`src/rtl/collision_scanner.sv`:
```
// collision_scanner
//   Walks a bullet table one slot per cycle and reports which active bullets
//   overlap the player's bounding box. The table is read through a 1-cycle
//   synchronous port: rd_idx goes out, and the slot data comes back on the
//   next cycle.
//
//   Ports
//     clk, reset            clock, synchronous active-high reset
//     start, first_only     pass request (sampled in IDLE), stop-at-first-hit mode
//     px, py, lpx, lpy      player centre and full width/height (latched at start)
//     rd_idx                bullet-table read address
//     b_active,bx,by,lbx,lby  slot data for the previous cycle's rd_idx
//     busy, done            pass in progress, one-cycle completion pulse
//     hit, hit_idx,         result: any overlap, lowest overlapping slot,
//     hit_mask, hit_count   per-slot overlap bits, number of overlaps
module collision_scanner #(
  parameter int N_BULLETS = 8,
  parameter int COORD_W   = 8,
  parameter int IDX_W     = 3
) (
  input  logic                 clk,
  input  logic                 reset,
  input  logic                 start,
  input  logic                 first_only,
  input  logic [COORD_W-1:0]   px,
  input  logic [COORD_W-1:0]   py,
  input  logic [COORD_W-1:0]   lpx,
  input  logic [COORD_W-1:0]   lpy,
  output logic [IDX_W-1:0]     rd_idx,
  input  logic                 b_active,
  input  logic [COORD_W-1:0]   bx,
  input  logic [COORD_W-1:0]   by,
  input  logic [COORD_W-1:0]   lbx,
  input  logic [COORD_W-1:0]   lby,
  output logic                 busy,
  output logic                 done,
  output logic                 hit,
  output logic [IDX_W-1:0]     hit_idx,
  output logic [N_BULLETS-1:0] hit_mask,
  output logic [IDX_W:0]       hit_count
);

  typedef enum logic [1:0] {S_IDLE, S_SCAN, S_DRAIN, S_DONE} state_t;

  typedef struct packed {
    logic [COORD_W-1:0] x;
    logic [COORD_W-1:0] y;
    logic [COORD_W-1:0] lx;
    logic [COORD_W-1:0] ly;
  } box_t;

  localparam logic [IDX_W-1:0] LAST_IDX = IDX_W'(N_BULLETS - 1);

  state_t               state_q,     state_d;
  box_t                 player_q,    player_d;
  logic                 fo_q,        fo_d;
  logic [IDX_W-1:0]     rd_idx_q,    rd_idx_d;
  // eval_vld_q marks cycles where b_* carries slot eval_idx_q
  logic                 eval_vld_q,  eval_vld_d;
  logic [IDX_W-1:0]     eval_idx_q,  eval_idx_d;
  logic                 hit_q,       hit_d;
  logic [IDX_W-1:0]     hit_idx_q,   hit_idx_d;
  logic [N_BULLETS-1:0] hit_mask_q,  hit_mask_d;
  logic [IDX_W:0]       hit_count_q, hit_count_d;

  // Overlap test in COORD_W+1 bits so distances and half-extent sums never wrap.
  logic [COORD_W:0] dx, dy, sx, sy;
  logic             slot_hit;

  always_comb begin
    dx = (player_q.x >= bx) ? ({1'b0, player_q.x} - {1'b0, bx})
                            : ({1'b0, bx} - {1'b0, player_q.x});
    dy = (player_q.y >= by) ? ({1'b0, player_q.y} - {1'b0, by})
                            : ({1'b0, by} - {1'b0, player_q.y});
    sx = ({1'b0, player_q.lx} >> 1) + ({1'b0, lbx} >> 1);
    sy = ({1'b0, player_q.ly} >> 1) + ({1'b0, lby} >> 1);
    slot_hit = eval_vld_q && b_active && (dx <= sx) && (dy <= sy);
  end

  always_comb begin
    state_d     = state_q;
    player_d    = player_q;
    fo_d        = fo_q;
    rd_idx_d    = rd_idx_q;
    eval_vld_d  = 1'b0;
    eval_idx_d  = eval_idx_q;
    hit_d       = hit_q;
    hit_idx_d   = hit_idx_q;
    hit_mask_d  = hit_mask_q;
    hit_count_d = hit_count_q;

    // Fold the slot evaluated this cycle; the first hit found is the lowest index.
    if (slot_hit) begin
      hit_d       = 1'b1;
      hit_mask_d  = hit_mask_q | (N_BULLETS'(1) << eval_idx_q);
      hit_count_d = hit_count_q + (IDX_W+1)'(1);
      if (!hit_q) hit_idx_d = eval_idx_q;
    end

    unique case (state_q)
      S_IDLE: begin
        if (start) begin
          player_d    = '{x: px, y: py, lx: lpx, ly: lpy};
          fo_d        = first_only;
          rd_idx_d    = '0;
          hit_d       = 1'b0;
          hit_idx_d   = '0;
          hit_mask_d  = '0;
          hit_count_d = '0;
          state_d     = S_SCAN;
        end
      end
      S_SCAN: begin
        eval_vld_d = 1'b1;
        eval_idx_d = rd_idx_q;
        if (slot_hit && fo_q) begin
          // Early stop: the read issued this cycle is dropped.
          eval_vld_d = 1'b0;
          state_d    = S_DONE;
        end else if (rd_idx_q == LAST_IDX) begin
          state_d = S_DRAIN;
        end else begin
          rd_idx_d = rd_idx_q + IDX_W'(1);
        end
      end
      S_DRAIN: state_d = S_DONE;   // last slot is evaluated here
      S_DONE:  state_d = S_IDLE;
      default: state_d = S_IDLE;
    endcase
  end

  always_ff @(posedge clk) begin
    if (reset) begin
      state_q     <= S_IDLE;
      player_q    <= '0;
      fo_q        <= 1'b0;
      rd_idx_q    <= '0;
      eval_vld_q  <= 1'b0;
      eval_idx_q  <= '0;
      hit_q       <= 1'b0;
      hit_idx_q   <= '0;
      hit_mask_q  <= '0;
      hit_count_q <= '0;
    end else begin
      state_q     <= state_d;
      player_q    <= player_d;
      fo_q        <= fo_d;
      rd_idx_q    <= rd_idx_d;
      eval_vld_q  <= eval_vld_d;
      eval_idx_q  <= eval_idx_d;
      hit_q       <= hit_d;
      hit_idx_q   <= hit_idx_d;
      hit_mask_q  <= hit_mask_d;
      hit_count_q <= hit_count_d;
    end
  end

  assign rd_idx    = rd_idx_q;
  assign busy      = (state_q == S_SCAN) || (state_q == S_DRAIN);
  assign done      = (state_q == S_DONE);
  assign hit       = hit_q;
  assign hit_idx   = hit_idx_q;
  assign hit_mask  = hit_mask_q;
  assign hit_count = hit_count_q;

endmodule
```
`config.mk`:
```
export PLATFORM = sky130hd
export DESIGN_NAME = collision_scanner
export DESIGN_NICKNAME = d
export VERILOG_FILES = /design/src/rtl/collision_scanner.sv
export SDC_FILE = /design/constraint.sdc
export NUM_CORES = 1
export LEC_CHECK = 0
export CELL_PAD_IN_SITES_DETAIL_PLACEMENT = 0
export CELL_PAD_IN_SITES_GLOBAL_PLACEMENT = 2
export CORE_UTILIZATION = 31
export CTS_BUF_LIST = sky130_fd_sc_hd__clkbuf_4 sky130_fd_sc_hd__clkbuf_8
export DETAILED_ROUTE_END_ITERATION = 6
export PLACE_DENSITY = 0.88
export REMOVE_ABC_BUFFERS = 1
export SYNTH_ARGS = -nofsm -noshare
export SYNTH_HDL_FRONTEND = slang
export SYNTH_SLANG_ARGS = --single-unit
export TNS_END_PERCENT = 30
```
`constraint.sdc`:
```
create_clock -name clk -period 7 [get_ports clk]
set_input_delay 1.75 -clock clk [delete_from_list [all_inputs] [get_ports clk]]
set_output_delay 1.75 -clock clk [all_outputs]
set_load 0.01 [all_outputs]
```
After elaboration in Yosys (flattened, before gate mapping)
Cells that the tools add are included.
W data, S select, Z words.

word-level totals
  register bits = 58
  latch bits = 0
  bits in writable memories = 0
  memory bits (read-only) = 0
  bits of input ports = 69
  output and inout port bits = 21
  word-level logic and storage cells = 71
  memories kept = 0

cells by class
  $add $sub $neg = 8
  multiply operators = 0
  divide/modulo/power cells = 0
  magnitude comparators = 4
  equal/unequal tests = 8
  shifts and indexed selects = 1
  mux-type cells = 24
  bitwise operators = 2
  reductions and logical operators = 11

operators by type and width
  operator               number
  $sub A8 B8 Y9          4
  $mux W8                3
  $mux W3                7
  $le A9 B8 Y1           2
  $mux W9                2
  $add A7 B7 Y8          2
  $ge A8 B8 Y1           2
  $mux W4                3
  $or A8 B8 Y8           1
  $pmux W2 S4            1
  $shl A1 B3 Y8 const A  1
  $mux W2                3
  $ne A2 B2 Y1 const B   3
  $pmux W3 S2            1
  $add A4 B1 Y4 const B  1
  $eq A2 B2 Y1 const B   2
  $logic_and A1 B1 Y1    4
  $mux W1                4
  $reduce_and A2 Y1      2
  $reduce_and A4 Y1      1
  $add A3 B1 Y3 const B  1
  $eq A3 B3 Y1 const B   1
  $ne A3 B3 Y1 const B   1
  $eq A2 B1 Y1 const B   1
  other kinds (5)        5

Depth between registers and ports, before layout
Gate-level depths: netlist (run 1).

  word-level depth = 8
  mapped depth = 19
  mapped depth without buffers = 17

Worst setup path before layout (run 1)
No wires, ideal clock.

  kind = input port to flip-flop
  start point = input port by[4]
  end point = register rd_idx_q[1], in the netlist rd_idx[1]
  library setup time = 120 ps
  data arrival time = 5,325 ps
  required time = 6,880 ps
  path slack = 1,555 ps
  stages = 18
  buffers on the path = 1
  cell sequence = inv_1 ha_1 buf_6 a211oi_1 nor2_1 o31ai_4 nand2_2 mux2_4 a2111oi_0 a2111oi_1 ha_1 nor4_1 o21ai_0 o221ai_1 o2111ai_1 a211oi_2 nand3_2 a211o_1

between the ends
  cells in the longest elaborated chain, start to end = 7
  elaborated cells on any way between the ends = 9
  classes of those cells = add/sub (2); order compare (2); eq/ne (1); mux (1); reduce/logical (3)

RTL lines
  what                                         RTL line  source
  from (decl)                                  32        input logic [COORD_W-1:0] by,
  $sub A8 B8 Y9, or another cell as far along  74        : ({1'b0, by} - {1'b0, player_q.y});
  $mux W9 (*)                                  73        dy = (player_q.y >= by) ? ({1'b0, player_q.y} - {1'b0, by})
  $le A9 B8 Y1 (*)                             77        slot_hit = eval_vld_q && b_active && (dx <= sx) && (dy <= sy);
  $logic_and A1 B1 Y1 (*)                      77
  $logic_and A1 B1 Y1 (*)                      116       if (slot_hit && fo_q) begin
  $ne A2 B2 Y1 (no source line) (*)            -
  $reduce_and A4 Y1 (no source line) (*)       -
  to (signal assigned)                         148       rd_idx_q <= rd_idx_d;
  to (decl)                                    57        logic [IDX_W-1:0] rd_idx_q, rd_idx_d;

Mark *: on every way between the ends. The rest lies on a longest branch, timed or not.
A chain may end at the register's enable or synchronous reset.

Worst setup path after layout (run 1)
  start point = input port by[5]
  end point = register rd_idx_q[0], in the netlist rd_idx[0]

Same word-level chain as after synthesis.

==> flow_metrics.tcl, run 1 <==
set metrics [dict create \
    outcome "finished clean" \
    vias 4203 \
    skew_ns 0.00688 \
    start_util_pct 31.8 \
    tns_ns 0 \
    area_growth_syn_to_layout_pct 23.4 \
    fillers 1512 \
    drtIter0Drc 244 \
    ff_latch_area_mm2 0.00112 \
    die-area_mm2 0.0155 \
    synth_cells 582 \
    max_slew_margin_pct 36.8 \
    worstSetupPathType "input port to register" \
    numCtsBuffers 5 \
    wirelength_um 11800 \
    post-cts-setup-buffers 0 \
    synth_seq_cells 56 \
    synthSimpleGateAreaFrac_pct 18.0 \
    grt_start_max_net_pins 46 \
    synthAdderAreaFrac_pct 20.9 \
    synth_edf_count 0 \
    synth_top_family_by_area "compound AO/OA/AOI/OAI gates" \
    worst_slew_pin_slew_ns 0.930 \
    yosysUniqueCellTypes 65 \
    clkSinkCount 56 \
    worstPathRequired_ns 7.20 \
    synth_xor_area_share_pct 3.39 \
    avgSynthCellArea_um2 7.98 \
    nNetsFinal 798 \
    cts_root_buf "clkbuf_8" \
    grt_antenna_before_repair 0 \
    synth_area_leader_cell "dfxtp_1" \
    r2r_start "player_q[21]$_SDFFE_PP0P_" \
    crit_arrival_ns 6.45 \
    wl_per_cell_um 14.0 \
    min_path_type "register to register" \
    syn_area_mm2 0.00464 \
    clock_path_buffers 2 \
    ys_top_cells_by_area "dfxtp_1 24%, ha_1 18%, a21oi_1 7.3%" \
    synthMuxAreaShare_pct 3.88 \
    row_count 44 \
    drt-pass1-iter-count 4 \
    final_util_pct 39.3 \
    fmax_mhz 160 \
    start_kind "input port" \
    finalSetupViolCount 0 \
    hold_start "hit_mask[2]$_SDFF_PP0_" \
    diodes 0 \
    ioPinCount 90 \
    leakagePower_nw 2.38 \
    grt_usage_pct 15.5 \
    fin_crit_sh_pct 89.2 \
    clk_pin_slew_worst_paths_ns 0.12 \
    period_needed_ns 6.25 \
    cp_max_fo 14 \
    gp_congestion 0.876 \
    slew_viol_final 0 \
    ant_nets 0 \
    rsz0062_at_grt "no" \
    h-tree-depth 2 \
    finalPower_mw 1.41 \
    die_h_um 124 \
    cts_resized 0 \
    design.core.area_mm2 0.0146 \
    grt_first_pass_wirelength_um 19800 \
    max_cap_viol_count 0 \
    critPathCaptureType "register" \
    synth_top_area_share_pct 24.1 \
    grt_pass1_vias 4267 \
    gr-total-overflow 0 \
    hold_viol 0 \
    synth_compound_area_share_pct 22.6 \
    drc_errors 0 \
    setup.worst_path.start "by[5]" \
    avgViaCountPerCell 5.00 \
    cts_tree "done" \
    drive_gt1_share_pct 4.88 \
    synth_ff_type "dfxtp_1" \
    io_buffers 85 \
    ir_worst_vdd_v 0.000121 \
    cellPowerDensity_mw_per_mm2 246 \
    cts_hold_buf 0 \
    yosysMostFrequentCell "nand2_1" \
    yosysSeqAreaShare_pct 24.1 \
    yosysWarnings 0 \
    multi_input_area_mm2 0.00320 \
    place_hpwl_um 8950 \
    ys_top_cells_by_count "85 x nand2_1, 68 x a21oi_1, 68 x ha_1" \
    die_w_um 124 \
    clk_latency_ns 0.34 \
    async_reset_ff_share_pct 0 \
]
==> critical path: stages <==
cell	delay (ns)
clkdlybuf4s50_1	0.49
inv_1	0.05
ha_1	0.45
nand4_1	0.22
nor2_1	0.08
nor2_1	0.28
nand2_2	0.18
mux2_4	0.36
a2111oi_0	0.38
a2111oi_1	0.13
ha_1	0.25
nor4_1	0.28
o21ai_0	0.13
o221ai_1	0.23
o2111ai_1	0.21
a211oi_2	0.43
buf_4	0.27
a311o_1	0.18
o311ai_1	0.09
==> final timing paths <==
path	slack (ns)	to	cells after the start
setup reg to reg	2.36	rd_idx[0]$_SDFFE_PP0P_	17
setup / recovery	0.75	rd_idx[0]$_SDFFE_PP0P_	19
hold reg to reg	0.46	hit_mask[2]$_SDFF_PP0_	2
hold / removal	0.46	hit_mask[2]$_SDFF_PP0_	2
==> kinds of logic (layout without fill, tap and decap cells) <==
family / Yosys count / in the layout
adders and majority gates: 74 / 74
buffers and inverters: 80 / 154
DFF: 56 / 56
xor gates and xnor gates: 18 / 18
AOI/OAI and AO/OA: 161 / 161
and+or+nand+nor: 177 / 177
muxes: 16 / 16
==> routing by layer <==
metal,track usage (%),part of all wire [%],vias up
met2,26.7,47,50
li1,-,-,2192
met5,0,0,-
met4,5.10,1.5,0
met1,19.5,49,1952
met3,2.58,2.5,9
==> per-stage QoR <==
step                area, um^2  std cells  setup WS, ns  hold WS [ns]
detailed placement        5630        832         0.354         0.444
global placement          5630        832         0.471         0.446
floorplan                 4540        560          1.26         0.434
finish                    5730        840         0.753         0.457
global route              5730        840         0.371         0.493
CTS                       5730        840         0.731         0.462
==> flip-flops by register name, summed over array words and instances, names as in the netlist <==
signal / flops
hit_mask: 8
hit_idx: 3
fo_q: 1
eval_vld_q: 1
hit: 1
rd_idx: 3
player_q: 30
eval_idx_q: 3
state_q: 2
hit_count: 4
==> final cells by class <==
cell class,count,area share [%]
clock buffer,5,1.20
clock inverter,3,0.502
inverter,58,3.80
multi-input combinational,446,55.8
sequential,56,19.6
tap,184,4.02
timing repair buffer,88,15.1
==> layout by cell type (no fill, tap or decap), types with 4 or more instances in the layout <==
cell type / count
a211oi_1: 6
a21o_1: 13
a21oi_1: 68
a31oi_1: 5
a41oi_1: 5
and2_1: 4
and3_1: 5
clkbuf_8: 5
clkdlybuf4s50_1: 84
dfxtp_1: 56
fa_1: 6
ha_1: 68
inv_1: 58
mux2_2: 5
mux2i_1: 8
nand2_1: 85
nand2b_1: 5
nand3_1: 6
nand4_1: 13
nor2_1: 29
nor2b_1: 5
nor3_1: 6
o21ai_0: 18
o21bai_1: 6
o31ai_1: 4
xnor2_1: 13
xor2_1: 5
==> report_power, final <==
group	internal, mW	switching, mW	leakage (nW)
sequential	0.362	0.0364	0.456
combinational	0.347	0.457	1.88
clock	0.0761	0.132	0.0511
total	0.784	0.626	2.38
(Power assumes the default switching activity.)
==> run 2: changes to the inputs <==
--- a/config.mk
+++ b/config.mk
@@ -7,10 +7,11 @@
 export LEC_CHECK = 0
 export CELL_PAD_IN_SITES_DETAIL_PLACEMENT = 0
 export CELL_PAD_IN_SITES_GLOBAL_PLACEMENT = 2
-export CORE_UTILIZATION = 31
+export CORE_UTILIZATION = 28
 export CTS_BUF_LIST = sky130_fd_sc_hd__clkbuf_4 sky130_fd_sc_hd__clkbuf_8
 export DETAILED_ROUTE_END_ITERATION = 6
-export PLACE_DENSITY = 0.88
+export MAX_ROUTING_LAYER = met4
+export PLACE_DENSITY = 0.84
 export REMOVE_ABC_BUFFERS = 1
 export SYNTH_ARGS = -nofsm -noshare
 export SYNTH_HDL_FRONTEND = slang
==> constraint.sdc (replaced) <==
create_clock -name clk -period 5.33 [get_ports clk]
set_input_delay 1.3325 -clock clk [delete_from_list [all_inputs] [get_ports clk]]
set_output_delay 1.3325 -clock clk [all_outputs]
set_load 0.01 [all_outputs]
==> flow_metrics.tcl, run 2 (same netlist as run 1, synthesis figures left out) <==
set metrics [dict create \
    final_common_cell "nand2_1" \
    place_hpwl_um 10100 \
    die-area_mm2 0.0171 \
    worstRegToRegCells 19 \
    min_delay_path_depth 2 \
    vias 4601 \
    cp_slowest_cell "clkdlybuf4s50_1" \
    holdPathEnd "hit_mask[2]$_SDFF_PP0_" \
    met2WireLength_um 6600 \
    nNetsFinal 875 \
    wl_per_cell_um 14.1 \
    wl_met1_um 6290 \
    final_area_mm2 0.00673 \
    max_cap_viol_count 0 \
    cellPowerDensity_mw_per_mm2 318 \
    die_h_um 131 \
    r2r_slack_ns 1.23 \
    clk_latency_ns 0.34 \
    final_cell_mix "85 x nand2_1, 78 x buf_4, 77 x clkdlybuf4s50_1" \
    finalPower_mw 2.14 \
    max_slew_margin_pct 31.4 \
    critical-path-max-stage-delay_ns 0.48 \
    h-tree-depth 2 \
    row_count 46 \
    start_util_pct 28.9 \
    worst_slew_pin_slew_ns 1.01 \
    fin_cells 949 \
    grt_first_pass_wirelength_um 22000 \
    regMostFlops "player_q" \
    skew_ns 0.00606 \
    leakagePower_nw 2.86 \
    wirelength_um 13400 \
    avgViaCountPerCell 4.85 \
    clk_pin_slew_worst_paths_ns 0.13 \
    drtIter0Drc 227 \
    ant_nets 0 \
    design.core.area_mm2 0.0161 \
    area_growth_syn_to_layout_pct 44.9 \
    dp.cells 936 \
    postPlaceCellArea_mm2 0.00623 \
    min_path_type "register to register" \
    start_kind "input port" \
    outcome "finished clean" \
    grt_antenna_before_repair 0 \
    crit_chain "clkdlybuf4s50_1 -> inv_1 -> ha_1 -> nand4_1 -> or2_1 -> and3_4 -> nand2_4 -> mux2_2 -> a311oi_2 -> xnor2_1 -> ha_1 -> nand4_1 -> a21oi_1 -> nor4_2 -> o2111ai_2 -> a211oi_2 -> buf_4 -> buf_12 -> a31oi_1 -> a31o_2" \
    highest_layer "met4" \
    drt-pass1-iter-count 4 \
    ioPinCount 90 \
    fin_crit_sh_pct 96.3 \
    r2r_start "player_q[20]$_SDFFE_PP0P_" \
    cts_hold_buf 0 \
    io_buffers 85 \
    crit_arrival_ns 5.39 \
    gp_congestion 0.847 \
    diodes 0 \
    drive_gt1_share_pct 20.3 \
    clkSinkCount 56 \
    tns_ns 0 \
    cts_tree "done" \
    cp_max_fo 5 \
    grt_start_max_net_pins 46 \
    timing.rr.end "hit_count[2]$_SDFF_PP0_" \
    cts_root_buf "clkbuf_8" \
    drc_errors 0 \
    finalSetupViolCount 0 \
    largest_reg_flops 30 \
    grt_usage_pct 16.8 \
    grt_pass1_vias 4748 \
    clock_path_buffers 2 \
    wl_met3_um 328 \
    ir_worst_vdd_v 0.000133 \
    die_w_um 131 \
    gr-total-overflow 0 \
    fmax_mhz 195 \
    period_needed_ns 5.14 \
    slew_viol_final 0 \
    critPathCaptureType "register" \
    numCtsBuffers 5 \
    hold_viol 0 \
    worstPathRequired_ns 5.58 \
    worstSetupPathType "input port to register" \
    hold_start "hit_mask[2]$_SDFF_PP0_" \
]
[run 2: area by class of cell]
class | instances | area, um^2
well taps | 216 | 270
clock buffers | 5 | 68.8
clock inverters | 3 | 28.8
repair buffers | 165 | 1480
flip-flops and latches | 56 | 1120
multi-input cells | 446 | 3540
fillers | 1603 | 9330
inverters | 58 | 218
[run 2: worst max-delay path by stage]
stage | end | startpoint | slack, ns | cells after the start
after floorplan | rd_idx[1]$_SDFFE_PP0P_ | by[4] | 0.01 | 17
final | hit_count[2]$_SDFF_PP0_ | bx[4] | 0.19 | 20
after CTS | rd_idx[2]$_SDFFE_PP0P_ | by[4] | 0.005 | 21
after global routing | hit_count[2]$_SDFF_PP0_ | by[3] | -0.01 | 22
after global placement | state_q[1]$_SDFFE_PP0P_ | by[2] | -0.50 | 18
after detailed placement | state_q[1]$_SDFFE_PP0P_ | by[4] | -0.65 | 19
[run 2: worst max-delay path, delay by kind of cell]
| kind | cells | cell delay [ns] |
|---|---|---|
| compound gates | 6 | 1.10 |
| mux | 1 | 0.35 |
| fa+ha+maj | 2 | 0.55 |
| xor+xnor | 1 | 0.15 |
| buf+inv | 4 | 0.84 |
| simple gates | 6 | 1.07 |
[run 2: stage by stage]
step                      util [%]  setup slack, ns  hold WS, ns
after global placement        38.8           -0.497        0.445
after global routing          41.9          -0.0144        0.486
final                         41.9            0.195        0.464
after floorplan                  -           0.0109        0.434
after detailed placement      38.8           -0.645        0.446
after CTS                     40.3          0.00530        0.464
[run 2: routing by layer]
metal  up-vias  track usage [%]
met1      2184             20.3
met2        60             29.1
met4         0             4.19
met3        12             2.52
met5         -                -
li1       2345                -
[run 2: repair_timing]
action | CTS | global route
pin swaps | 12 | 32
hold endpoints to repair | 0 | 0
endpoints found under the setup margin | 22 | 22
setup buffers | 1 | 4
gates resized for setup | 22 | 49
[run 2: power by group]
part | switching [mW] | internal (mW)
registers | 0.0557 | 0.475
clock network | 0.180 | 0.100
logic | 0.696 | 0.632
total | 0.932 | 1.21
